===== config.mk =====
export PLATFORM = sky130hd
export DESIGN_NAME = alu_operand_stage
export DESIGN_NICKNAME = d
export VERILOG_FILES = /design/src/rtl/alu_operand_stage.sv
export SDC_FILE = /design/constraint.sdc
export NUM_CORES = 1
export LEC_CHECK = 0
export ABC_AREA = 1
export BUFFER_PORTS_ARGS = -buffer_cell sky130_fd_sc_hd__buf_2
export CELL_PAD_IN_SITES_DETAIL_PLACEMENT = 2
export CELL_PAD_IN_SITES_GLOBAL_PLACEMENT = 2
export CORE_ASPECT_RATIO = 1.5
export CORE_MARGIN = 4
export CORE_UTILIZATION = 24
export CTS_BUF_LIST = sky130_fd_sc_hd__clkbuf_8
export CTS_CLUSTER_SIZE = 30
export DETAILED_ROUTE_END_ITERATION = 8
export GPL_TIMING_DRIVEN = 0
export PLACE_DENSITY = 0.95
export SYNTH_ARGS = -nofsm -noshare
export SYNTH_HDL_FRONTEND = slang
export SYNTH_SLANG_ARGS = --single-unit

===== constraint.sdc =====
create_clock -name clk -period 2.5 [get_ports clk]
set_input_delay 0.625 -clock clk [delete_from_list [all_inputs] [get_ports clk]]
set_output_delay 0.625 -clock clk [all_outputs]
set_load 0.01 [all_outputs]

===== src/rtl/alu_operand_stage.sv =====
// ALU operand select with MEM/WB forwarding into one registered valid/ready slot.
// Latency 1 cycle; in_ready = !out_valid || out_ready, outputs frozen while stalled.
module alu_operand_stage #(
  parameter int XLEN   = 32,
  parameter int PC_INC = 4,
  parameter int REG_AW = 5
) (
  input  logic              clk,
  input  logic              rst_n,
  input  logic              flush,
  input  logic              in_valid,
  output logic              in_ready,
  input  logic [1:0]        a_sel,
  input  logic [1:0]        b_sel,
  input  logic [REG_AW-1:0] rs1_addr,
  input  logic [REG_AW-1:0] rs2_addr,
  input  logic [XLEN-1:0]   rs1_d,
  input  logic [XLEN-1:0]   rs2_d,
  input  logic [XLEN-1:0]   pc,
  input  logic [XLEN-1:0]   imm,
  input  logic              mem_wr_en,
  input  logic              wb_wr_en,
  input  logic [REG_AW-1:0] mem_wr_addr,
  input  logic [REG_AW-1:0] wb_wr_addr,
  input  logic [XLEN-1:0]   mem_wr_d,
  input  logic [XLEN-1:0]   wb_wr_d,
  output logic              out_valid,
  input  logic              out_ready,
  output logic [XLEN-1:0]   alu_in1,
  output logic [XLEN-1:0]   alu_in2,
  output logic [1:0]        fwd_a,
  output logic [1:0]        fwd_b
);

  localparam logic [1:0]      TAG_NONE  = 2'b00;
  localparam logic [1:0]      TAG_MEM   = 2'b01;
  localparam logic [1:0]      TAG_WB    = 2'b10;
  localparam logic [XLEN-1:0] LP_PC_INC = XLEN'(PC_INC);

  logic            r_vld;
  logic [XLEN-1:0] r_in1;
  logic [XLEN-1:0] r_in2;
  logic [1:0]      r_fwd_a;
  logic [1:0]      r_fwd_b;

  logic            w_accept;
  logic            w_rs1_mem_hit;
  logic            w_rs1_wb_hit;
  logic            w_rs2_mem_hit;
  logic            w_rs2_wb_hit;
  logic [XLEN-1:0] w_rs1_val;
  logic [XLEN-1:0] w_rs2_val;
  logic [1:0]      w_rs1_tag;
  logic [1:0]      w_rs2_tag;
  logic [XLEN-1:0] w_in1;
  logic [XLEN-1:0] w_in2;
  logic [1:0]      w_fwd_a;
  logic [1:0]      w_fwd_b;

  // x0 is hardwired, so a write targeting it must never be bypassed.
  assign w_rs1_mem_hit = mem_wr_en && (mem_wr_addr == rs1_addr) && (rs1_addr != '0);
  assign w_rs1_wb_hit  = wb_wr_en  && (wb_wr_addr  == rs1_addr) && (rs1_addr != '0);
  assign w_rs2_mem_hit = mem_wr_en && (mem_wr_addr == rs2_addr) && (rs2_addr != '0);
  assign w_rs2_wb_hit  = wb_wr_en  && (wb_wr_addr  == rs2_addr) && (rs2_addr != '0);

  always_comb begin
    w_rs1_val = rs1_d;
    w_rs1_tag = TAG_NONE;
    if (w_rs1_mem_hit) begin
      w_rs1_val = mem_wr_d;
      w_rs1_tag = TAG_MEM;
    end else if (w_rs1_wb_hit) begin
      w_rs1_val = wb_wr_d;
      w_rs1_tag = TAG_WB;
    end

    w_rs2_val = rs2_d;
    w_rs2_tag = TAG_NONE;
    if (w_rs2_mem_hit) begin
      w_rs2_val = mem_wr_d;
      w_rs2_tag = TAG_MEM;
    end else if (w_rs2_wb_hit) begin
      w_rs2_val = wb_wr_d;
      w_rs2_tag = TAG_WB;
    end
  end

  always_comb begin
    w_in1   = '0;
    w_fwd_a = TAG_NONE;
    case (a_sel)
      2'b00: begin
        w_in1   = w_rs1_val;
        w_fwd_a = w_rs1_tag;
      end
      2'b01:   w_in1 = pc;
      default: w_in1 = '0;
    endcase

    w_in2   = '0;
    w_fwd_b = TAG_NONE;
    case (b_sel)
      2'b00: begin
        w_in2   = w_rs2_val;
        w_fwd_b = w_rs2_tag;
      end
      2'b01:   w_in2 = imm;
      2'b10:   w_in2 = LP_PC_INC;
      default: w_in2 = '0;
    endcase
  end

  assign in_ready = !r_vld || out_ready;
  assign w_accept = in_valid && in_ready && !flush;

  always_ff @(posedge clk or negedge rst_n) begin
    if (!rst_n) begin
      r_vld   <= 1'b0;
      r_in1   <= '0;
      r_in2   <= '0;
      r_fwd_a <= TAG_NONE;
      r_fwd_b <= TAG_NONE;
    end else if (flush) begin
      r_vld <= 1'b0;
    end else if (w_accept) begin
      r_vld   <= 1'b1;
      r_in1   <= w_in1;
      r_in2   <= w_in2;
      r_fwd_a <= w_fwd_a;
      r_fwd_b <= w_fwd_b;
    end else if (out_ready) begin
      r_vld <= 1'b0;
    end
  end

  assign out_valid = r_vld;
  assign alu_in1   = r_in1;
  assign alu_in2   = r_in2;
  assign fwd_a     = r_fwd_a;
  assign fwd_b     = r_fwd_b;

endmodule


==> results.yml, run 1 <==
power_and_ir_drop:
  total_power_w: 0.00357
  p_per_area_mw_per_mm2: 458
  leakage_nw: 4.66
  ir_drop_mv: 0.229
die:
  rows: 68
  die_h_um: 197
  die_area_mm2: 0.0263
  pin_count: 293
  initial_utilization_pct: 24.6
  die-width_um: 134
  coreArea_mm2: 0.0231
setup_path:
  cp-end-kind: "register"
  crit_slowest_cell: "clkbuf_1"
  cp_num_buf_inv: 3
  crit_fanout: 10
  cp_common_cell: "nor2_1"
  worstReg2RegStart: "out_valid"
  ff2ff_setup_slack_ns: 0.46
  crit_family: "buffers and inverters"
  crit_type: "register to register"
  required_ns: 2.80
  worst_ep_arrival_time_ns: 2.34
  startpoint_type: "register"
  path_cells: "inv_1 -> nor2_1 -> nor3_2 -> buf_2 -> clkbuf_1 -> nor2_1 -> a21oi_1"
  max_stage_delay_ns: 0.54
  crit_start: "out_valid"
yosys:
  synth_adder_area_share_pct: 0
  synthMuxAreaShare_pct: 0
  synth_top_family_by_area: "simple AND/OR/NAND/NOR gates"
  avgSynthCellArea_um2: 5.83
  synth_area_mm2: 0.00569
  synth_cells: 975
  synth-seq-cells: 69
  synth-compound-area-share_pct: 7.96
  synthSimpleGateAreaFrac_pct: 47.5
  synth_seq_area_share_pct: 30.4
  netlist_top_cells_area: "dfrtp_1 (30%), nand2_1 (24%), nand3_1 (18%)"
  ys_warn_count: 0
  synth_top_area_cell: "dfrtp_1"
  synthXorXnorAreaFrac_pct: 0.308
  yosysTopAreaCellShare_pct: 30.4
  synth_nets: 1198
  synth_cell_types: 21
cts:
  cts_tree: "done"
  h-tree-depth: 3
  cts-root-buf: "clkbuf_8"
  clockBufferDepth: 2
  cts_hold_buf: 0
  numCtsBuffers: 9
  clock-sinks: 69
  clkTransAtPathRegs_ns: 0.08
  cts_resized: 0
  post_cts_buffers: 0
  clk_latency_ns: 0.39
detailed_routing:
  vias_per_cell: 4.89
  antenna_left: 0
  via_count: 7875
  wl_per_cell_um: 21.6
  drc_errors: 0
  wl_mm: 34.8
  first_iter_violations: 398
  drt-pass1-iter-count: 5
timing:
  max_freq_mhz: 491
  rsz0062_at_grt: "false"
  hold_violations: 0
  worstMarginPinSlew_ns: 0.998
  relSlewSlack_pct: 33.5
  tns_ns: 0
  period_share_pct: 81.4
  slew_viol_final: 0
  worst_clock_skew_ns: 0.00868
  fin_hold_ws_ns: 0.154
  min_period_ns: 2.04
  setup_viol: 0
grt:
  grt_pass1_vias: 8966
  grt_pass1_wl_mm: 52.1
  grt_antenna_before_repair: 14
  track_usage_pct: 25.9
  grt_max_degree: 44
  grt_overflow: 0
layout:
  multi_input_area_mm2: 0.00317
  fin_util_pct: 33.7
  fillers: 3011
  seq_area_mm2: 0.00173
  drive_above_1_share_pct: 29.6
  fin_nets: 1502
  fin_cells: 1612
  syn2layout_area_growth_pct: 36.9
place:
  hpwl_mm: 28.7
  gp_congestion: 0.864
  dp.cells: 1583
  portBuffers: 292
status:
  status: "finished, final reports clean"
hold_path:
  hp-class: "input pin to async pin"
run:
  cap_viol_max_count: 0
## worst register-to-register path: cells and delay by family (launching register included)
kind / cells / cell delay [ns]
buffers and inverters: 3 / 1.01
DFF: 1 / 0.39
and+or+nand+nor: 3 / 0.36
AOI/OAI and AO/OA: 1 / 0.19
## power by group
group	switching (W)	total [W]	internal (W)	leakage (nW)
sequential	0.0000945	0.00137	0.00128	0.846
combinational	0.000792	0.00125	0.000461	3.72
clock	0.000499	0.000945	0.000446	0.0961
## path summary, 6_finish.rpt
| path | to | cells past startpoint |
|---|---|---|
| min in group clk | out_valid | 2 |
| setup reg to reg | alu_in2[9] | 7 |
| hold reg to reg | alu_in1[23] | 2 |
| setup / recovery | alu_in2[9] | 7 |
| hold / removal | alu_in1[22] | 1 |
| max in group asynchronous | alu_in2[20] | 2 |
## Yosys cell counts, drive strengths merged
| master | count |
|---|---|
| nand3b | 2 |
| nor3 | 1 |
| nand3 | 201 |
| clkbuf | 21 |
| a21oi | 85 |
| nor2 | 58 |
| a211oi | 1 |
| nand2 | 365 |
| dfrtp | 69 |
| buf | 41 |
| o21ai | 4 |
| inv | 125 |
| xnor2 | 2 |
## layout by cell type (no fill, tap or decap)
cell / count
bufinv_16: 1
clkinv_2: 3
diode_2: 14
nand3_1: 201
a21oi_1: 85
clkbuf_1: 21
clkinvlp_4: 1
buf_4: 13
nor2_1: 48
buf_16: 1
nand2_4: 2
a211oi_1: 1
inv_1: 107
nor2_4: 8
inv_2: 19
nor3_2: 1
nand3b_1: 2
clkbuf_8: 9
buf_2: 317
nand2_2: 2
xnor2_1: 2
nand2_1: 361
buf_1: 2
o21ai_0: 4
dfrtp_1: 69
buf_6: 1
nor2_2: 2
## per-stage QoR
stage	setup slack [ns]	instance area, um^2
after floorplan	0.829	5690
after global placement	0.130	7540
after detailed placement	0.0968	7570
after CTS	0.437	7750
after global routing	0.330	7780
final	0.464	7790
## final cells by class
cell class,count,area share [%]
diodes,14,0.450
clock inverters,6,0.723
well taps,315,5.06
flip-flops and latches,69,22.2
repair buffers,293,19.1
clock buffers,9,1.59
plain buffers,62,4.08
multi-input cells,719,40.8
inverters,125,6.02
## routing by layer
metal  vias to the layer above  part of all wire (%)  track usage (%)  wire [um]
li1                       3677                     -                -          -
met4                         4                   5.0             14.7       1740
met5                         -                 0.072                0         25
met2                       258                    53             48.1      18500
met3                        90                   5.1             4.75       1770
met1                      3846                    37             27.2      12800
## state kept, by name, indices dropped and copies added, names as in the netlist
signal and cells:
alu_in1 32, out_valid 1, fwd_b 2, fwd_a 2, alu_in2 32
## kinds of logic after synthesis
group | count (synthesis)
and+or+nand+nor | 627
DFF | 69
buffers and inverters | 187
xor gates and xnor gates | 2
AOI/OAI and AO/OA | 90
No activity file was read; power rests on OpenSTA's default activity.
==> inputs of run 2 (changes only) <==
--- a/config.mk
+++ b/config.mk
@@ -5,18 +5,18 @@
 export SDC_FILE = /design/constraint.sdc
 export NUM_CORES = 1
 export LEC_CHECK = 0
-export ABC_AREA = 1
+export ABC_AREA = 0
 export BUFFER_PORTS_ARGS = -buffer_cell sky130_fd_sc_hd__buf_2
 export CELL_PAD_IN_SITES_DETAIL_PLACEMENT = 2
 export CELL_PAD_IN_SITES_GLOBAL_PLACEMENT = 2
 export CORE_ASPECT_RATIO = 1.5
 export CORE_MARGIN = 4
-export CORE_UTILIZATION = 24
+export CORE_UTILIZATION = 22
 export CTS_BUF_LIST = sky130_fd_sc_hd__clkbuf_8
 export CTS_CLUSTER_SIZE = 30
 export DETAILED_ROUTE_END_ITERATION = 8
 export GPL_TIMING_DRIVEN = 0
-export PLACE_DENSITY = 0.95
+export PLACE_DENSITY = 0.87
 export SYNTH_ARGS = -nofsm -noshare
 export SYNTH_HDL_FRONTEND = slang
 export SYNTH_SLANG_ARGS = --single-unit
==> constraint.sdc (replaced) <==
create_clock -name clk -period 1.7 [get_ports clk]
set_input_delay 0.425 -clock clk [delete_from_list [all_inputs] [get_ports clk]]
set_output_delay 0.425 -clock clk [all_outputs]
set_load 0.01 [all_outputs]
==> run 2 against run 1 <==
  * The flow now finishes with violations (negative setup slack)
  * Sequential power is 45% higher
  * Largest power group is now combinational cells
  * Global-route usage is 0.62 points higher
  * Power is 52% higher
  * Via count is 9.7% lower
  * Die area is 0.27% lower
  * Worst hold slack better by 0.10 ns
  * Highest routed layer unchanged
==> results.yml, run 2 <==
yosys:
  synth_nets: 854
  synth_area_mm2: 0.00520
  ys.flop_type: "dfrtp_1"
  synth.most_common_cell: "nand2_1"
  synth_cell_types: 42
  ys_warn_count: 0
  synth_enable_flop_cells: 0
  ys_async_sr_fraction_pct: 100
  synth_cells: 631
  netlist_top_cells_area: "dfrtp_1 (33%), mux2i_1 (6.0%), nand2_1 (5.6%)"
  synth_top_area_cell: "dfrtp_1"
  synth-seq-cells: 69
  synth_common_cells: "nand2_1 (77), dfrtp_1 (69), a21oi_1 (48), o21ai_0 (43), clkbuf_1 (42)"
  avgSynthCellArea_um2: 8.24
  synth_seq_area_share_pct: 33.2
  yosysTopAreaCellShare_pct: 33.2
timing:
  slew_viol_final: 0
  worst_clock_skew_ns: 0.00764
  worstMarginPinSlew_ns: 0.939
  min_period_ns: 1.90
  relSlewSlack_pct: 37.4
  hold_violations: 0
  period_share_pct: 112
  setup_viol: 59
  max_freq_mhz: 526
  rsz0062_at_grt: "true"
  worst_slack_ns: -0.200
grt:
  grt_pass1_wl_mm: 51.3
  grt_antenna_before_repair: 9
  grt_pass1_vias: 8085
  grt_max_degree: 47
  grt_overflow: 0
  track_usage_pct: 26.5
die:
  rows: 68
  coreArea_mm2: 0.0231
  initial_utilization_pct: 22.5
  die_h_um: 196
  die-width_um: 134
  pin_count: 293
  die_area_mm2: 0.0262
layout:
  fin_nets: 1190
  multi_input_area_mm2: 0.00374
  layout_common_cells: "buf_2 (292), nand2_1 (74), dfrtp_1 (69)"
  seq_area_mm2: 0.00173
  stdcell_area_mm2: 0.00867
  drive_above_1_share_pct: 51.0
  syn2layout_area_growth_pct: 66.8
  final_common_cell: "buf_2"
  fillers: 2689
setup_path:
  cp-end-kind: "register"
  crit_fanout: 5
  path_cells: "buf_2 -> xor2_1 -> nor3_2 -> nand4b_4 -> buf_8 -> o311ai_1 -> a32oi_4"
  crit_type: "input pin to register"
  startpoint_type: "input pin"
  worst_ep_arrival_time_ns: 2.16
  required_ns: 1.96
  max_stage_delay_ns: 0.55
  crit_start: "rs2_addr[3]"
  crit_slowest_cell: "o311ai_1"
  worstReg2RegStart: "out_valid"
place:
  hpwl_mm: 27.2
  gp_congestion: 0.854
  portBuffers: 291
  dpl_cell_area_mm2: 0.00711
detailed_routing:
  vias_per_cell: 5.50
  antenna_left: 0
  drt-pass1-iter-count: 4
  wl_per_cell_um: 29.4
  wl_mm: 38.1
  via_count: 7114
  drc_errors: 0
  first_iter_violations: 407
cts:
  numCtsBuffers: 9
  cts_tree: "done"
  clock-sinks: 69
  clkTransAtPathRegs_ns: 0.08
  clockBufferDepth: 2
  h-tree-depth: 3
  cts-root-buf: "clkbuf_8"
  clk_latency_ns: 0.40
power_and_ir_drop:
  p_per_area_mw_per_mm2: 624
  leakage_nw: 3.92
  total_power_w: 0.00541
  ir_drop_mv: 0.344
status:
  violations: "negative setup slack"
  status: "finished with violations"
hold_path:
  min_from: "flush"
  hp-class: "input pin to register"
run:
  cap_viol_max_count: 0
-- run 2: cell count changes after synthesis, moves of 19 or more --
cell	before	now
a211oi_1	1	28
nand3_1	201	1
and2_1	0	19
and3_1	0	28
a21oi_1	85	48
o21ai_0	4	43
nand2_1	361	77
mux2i_1	0	31
inv_2	19	0
clkbuf_1	21	42
inv_1	106	19
nor2_1	48	6
o31a_1	0	28
nor3_1	0	20
-- run 2: power breakdown --
group          switching (W)  leakage [nW]  internal (W)
clock network       0.000778         0.104      0.000589
logic                0.00119          2.92      0.000870
registers           0.000138         0.901       0.00185
total                0.00210          3.92       0.00331
-- run 2: logic make-up (layout without fill, tap and decap cells) --
family	count (synthesis)	after routing	share of synthesized area (%)
flops	69	69	33.2
mux	31	31	5.97
simple gates	183	183	18.1
other cells	0	7	0
xor+xnor	18	18	3.03
buf+inv	83	424	7.08
compound gates	247	247	32.7
-- run 2: layer usage --
metal / up-vias / global-route usage (%) / share of wire (%)
met4: 2 / 16.3 / 6.0
li1: 3078 / - / -
met2: 370 / 47.9 / 52
met1: 3547 / 28.1 / 36
met5: - / 0 / 0.032
met3: 117 / 5.31 / 5.8
-- run 2: metrics by stage --
step           util [%]  std cells  hold slack [ns]  setup WS (ns)  TNS (ns)
3_3_place_gp       30.6       1237            0.456          -1.19    -88.12
3_5_place_dp       30.7       1238            0.375          -1.29    -66.09
6_report           37.5       1294            0.254         -0.200     -3.74
5_1_grt            37.5       1294            0.240         -0.209     -6.92
2_1_floorplan         -        631            0.129         -0.117     -3.29
4_1_cts            34.3       1275            0.212        -0.0640     -1.07
-- run 2: layout make-up --
class,count,share of cell area [%]
diodes,7,0.202
inverters,19,0.822
well taps,315,4.54
multi-input cells,479,43.1
repair buffers,328,22.6
flip-flops and latches,69,19.9
clock inverters,5,0.231
plain buffers,61,6.78
clock buffers,11,1.75
-- run 2: timing repair --
| item | 4_1_cts | 5_1_grt |
|---|---|---|
| resized for setup | 134 | 159 |
| pin swaps | 14 | 35 |
| endpoints found under the setup margin | 69 | 67 |
| endpoints found under the hold margin | 23 | 0 |
| gates cloned | 1 | 5 |
| hold buffers | 1 | 0 |
| setup buffers | 22 | 8 |
-- run 2: worst paths after layout --
path,endpoint,cells past startpoint,slack [ns]
hold reg to reg,fwd_b[0],2,0.49
min in group asynchronous,alu_in2[14],2,0.50
hold / removal,out_valid,2,0.25
max in group asynchronous,alu_in1[26],3,0.58
setup / recovery,alu_in2[18],7,-0.20
setup reg to reg,alu_in2[18],7,-0.06
-- run 2: critical path: cells and delay by family --
kind | cells | cell delay, ns
xor+xnor | 1 | 0.18
simple gates | 2 | 0.58
compound gates | 2 | 0.63
buf+inv | 2 | 0.34
==> inputs of run 3 (changes only) <==
--- a/config.mk
+++ b/config.mk
@@ -15,7 +15,7 @@
 export CTS_BUF_LIST = sky130_fd_sc_hd__clkbuf_8
 export CTS_CLUSTER_SIZE = 30
 export DETAILED_ROUTE_END_ITERATION = 8
-export GPL_TIMING_DRIVEN = 0
+export GPL_TIMING_DRIVEN = 1
 export PLACE_DENSITY = 0.87
 export SYNTH_ARGS = -nofsm -noshare
 export SYNTH_HDL_FRONTEND = slang
==> run 3 against run 2 <==
  * The run still ends with negative setup slack left
  * Die area did not move
  * Core utilization rose by 2.7 points
  * Fmax rose by 2.9%
  * Final cell count rose by 1.4%
  * Via count rose by 3.6%
  * Global-route usage fell by 0.34 points
  * Largest cell class unchanged
==> results.yml, run 3 (same netlist as run 2, synthesis figures left out) <==
cts:
  clk_latency_ns: 0.40
  numCtsBuffers: 9
  clockBufferDepth: 2
  clkTransAtPathRegs_ns: 0.09
  h-tree-depth: 3
  cts-root-buf: "clkbuf_8"
  cts_tree: "done"
  clock-sinks: 69
grt:
  grt_pass1_wl_mm: 51.1
  grt_antenna_before_repair: 14
  grt_pass1_vias: 8167
  grt_overflow: 0
  grt_max_degree: 38
  track_usage_pct: 26.2
die:
  rows: 68
  die_area_mm2: 0.0262
  die-width_um: 134
  die_h_um: 196
  initial_utilization_pct: 22.5
  coreArea_mm2: 0.0231
  pin_count: 293
status:
  violations: "negative setup slack"
  status: "finished with violations"
setup_path:
  cp_num_buf_inv: 5
  path_cells: "nor2b_4 -> buf_6 -> nor3b_4 -> buf_12 -> buf_12 -> buf_8 -> buf_16 -> and3_1 -> a21oi_1 -> o21ai_1"
  cp-end-kind: "register"
  cp_common_cell: "buf_12"
  worst_ep_arrival_time_ns: 2.11
  crit_fanout: 7
  crit_family: "buffers and inverters"
  max_stage_delay_ns: 0.36
  crit_type: "register to register"
  crit_slowest_cell: "dfrtp_1"
  startpoint_type: "register"
  required_ns: 1.97
power_and_ir_drop:
  ir_drop_mv: 0.359
  leakage_nw: 4.16
  p_per_area_mw_per_mm2: 617
  power_switching_w: 0.00216
  total_power_w: 0.00574
  power_frac_clock_pct: 25.9
  p_int_w: 0.00358
  p_sw_share_pct: 37.6
  comb_power_share_pct: 39.2
  seq_power_share_pct: 34.9
layout:
  syn2layout_area_growth_pct: 79.0
  drive_above_1_share_pct: 56.0
  fillers: 2594
  seq_area_mm2: 0.00173
  fin_util_pct: 40.2
  fin_nets: 1203
  layout_common_cells: "buf_2 (284), dfrtp_1 (69), nand2_1 (63)"
  final_common_cell: "buf_2"
  multi_input_area_mm2: 0.00390
detailed_routing:
  first_iter_violations: 314
  drc_errors: 0
  wl_per_cell_um: 29.6
  wl_mm: 38.9
  vias_per_cell: 5.62
  drt-pass1-iter-count: 4
  via_count: 7373
  antenna_left: 0
timing:
  relSlewSlack_pct: 53.0
  worstMarginPinSlew_ns: 0.702
  worst_slack_ns: -0.146
  slew_viol_final: 0
  setup_viol: 51
  period_share_pct: 109
  rsz0062_at_grt: "true"
  max_freq_mhz: 542
  min_period_ns: 1.85
  hold_violations: 0
  worst_clock_skew_ns: 0.0120
place:
  hpwl_mm: 24.8
  gp_congestion: 0.848
  portBuffers: 292
run:
  cap_viol_max_count: 0
hold_path:
  hp-class: "input pin to register"
[run 3: metal layers]
layer	global-route usage (%)	part of all wire (%)
met2	46.5	53
met5	0	0.033
met4	19.2	6.9
met3	5.23	5.9
met1	27.1	34
[run 3: power groups by stage]
| stage | clock [W] | sequential, W | combinational [W] |
|---|---|---|---|
| 2_1_floorplan | 0 | 0.00208 | 0.000632 |
| 3_3_place_gp | 0 | 0.00200 | 0.00169 |
| 3_5_place_dp | 0 | 0.00201 | 0.00176 |
| 4_1_cts | 0.00148 | 0.00198 | 0.00197 |
| 5_1_grt | 0.00156 | 0.00203 | 0.00238 |
| 6_report | 0.00149 | 0.00200 | 0.00225 |
[run 3: final timing paths]
path / startpoint / to / slack (ns) / depth (start not counted)
worst max-delay path: out_valid / alu_in1[27] / -0.15 / 10
worst min-delay path: flush / out_valid / 0.29 / 2
worst max register to register: out_valid / alu_in1[27] / -0.15 / 10
worst min register to register: alu_in1[18] / alu_in1[18] / 0.50 / 2
max in group asynchronous: rst_n / alu_in1[24] / 0.68 / 3
min in group asynchronous: rst_n / alu_in1[2] / 0.48 / 2
[run 3: cell type report]
class | instances | area share, %
multi-input combinational | 479 | 41.9
timing repair buffer | 402 | 32.0
sequential | 69 | 18.6
tap | 315 | 4.24
clock buffer | 14 | 2.07
inverter | 19 | 0.766
antenna | 13 | 0.350
clock inverter | 1 | 0.0403
[run 3: worst register-to-register path, cell delays in order (launching register included)]
cell,delay [ns]
dfrtp_1,0.36
nor2b_4,0.19
buf_6,0.13
nor3b_4,0.04
buf_12,0.13
buf_12,0.13
buf_8,0.13
buf_16,0.14
and3_1,0.17
a21oi_1,0.18
o21ai_1,0.12
[run 3: what timing repair did]
item                       4_1_cts  5_1_grt
hold buffers                     1        0
pin swaps                       34       48
setup endpoints to repair       69       69
setup buffers                   21       15
cloned                           7        6
gates resized for setup        119      128
hold endpoints to repair        18        0
[run 3: through the flow]
| step | TNS, ns | cells | setup WS (ns) | hold WS, ns | cell area, um^2 |
|---|---|---|---|---|---|
| global route | -6.64 | 1312 | -0.245 | 0.268 | 9310 |
| global placement | -35.47 | 1244 | -0.755 | 0.356 | 7590 |
| detailed placement | -42.14 | 1244 | -0.941 | 0.358 | 7590 |
| floorplan | -3.29 | 631 | -0.117 | 0.129 | 5230 |
| CTS | -3.48 | 1284 | -0.110 | 0.241 | 8520 |
| finish | -2.96 | 1312 | -0.146 | 0.289 | 9310 |
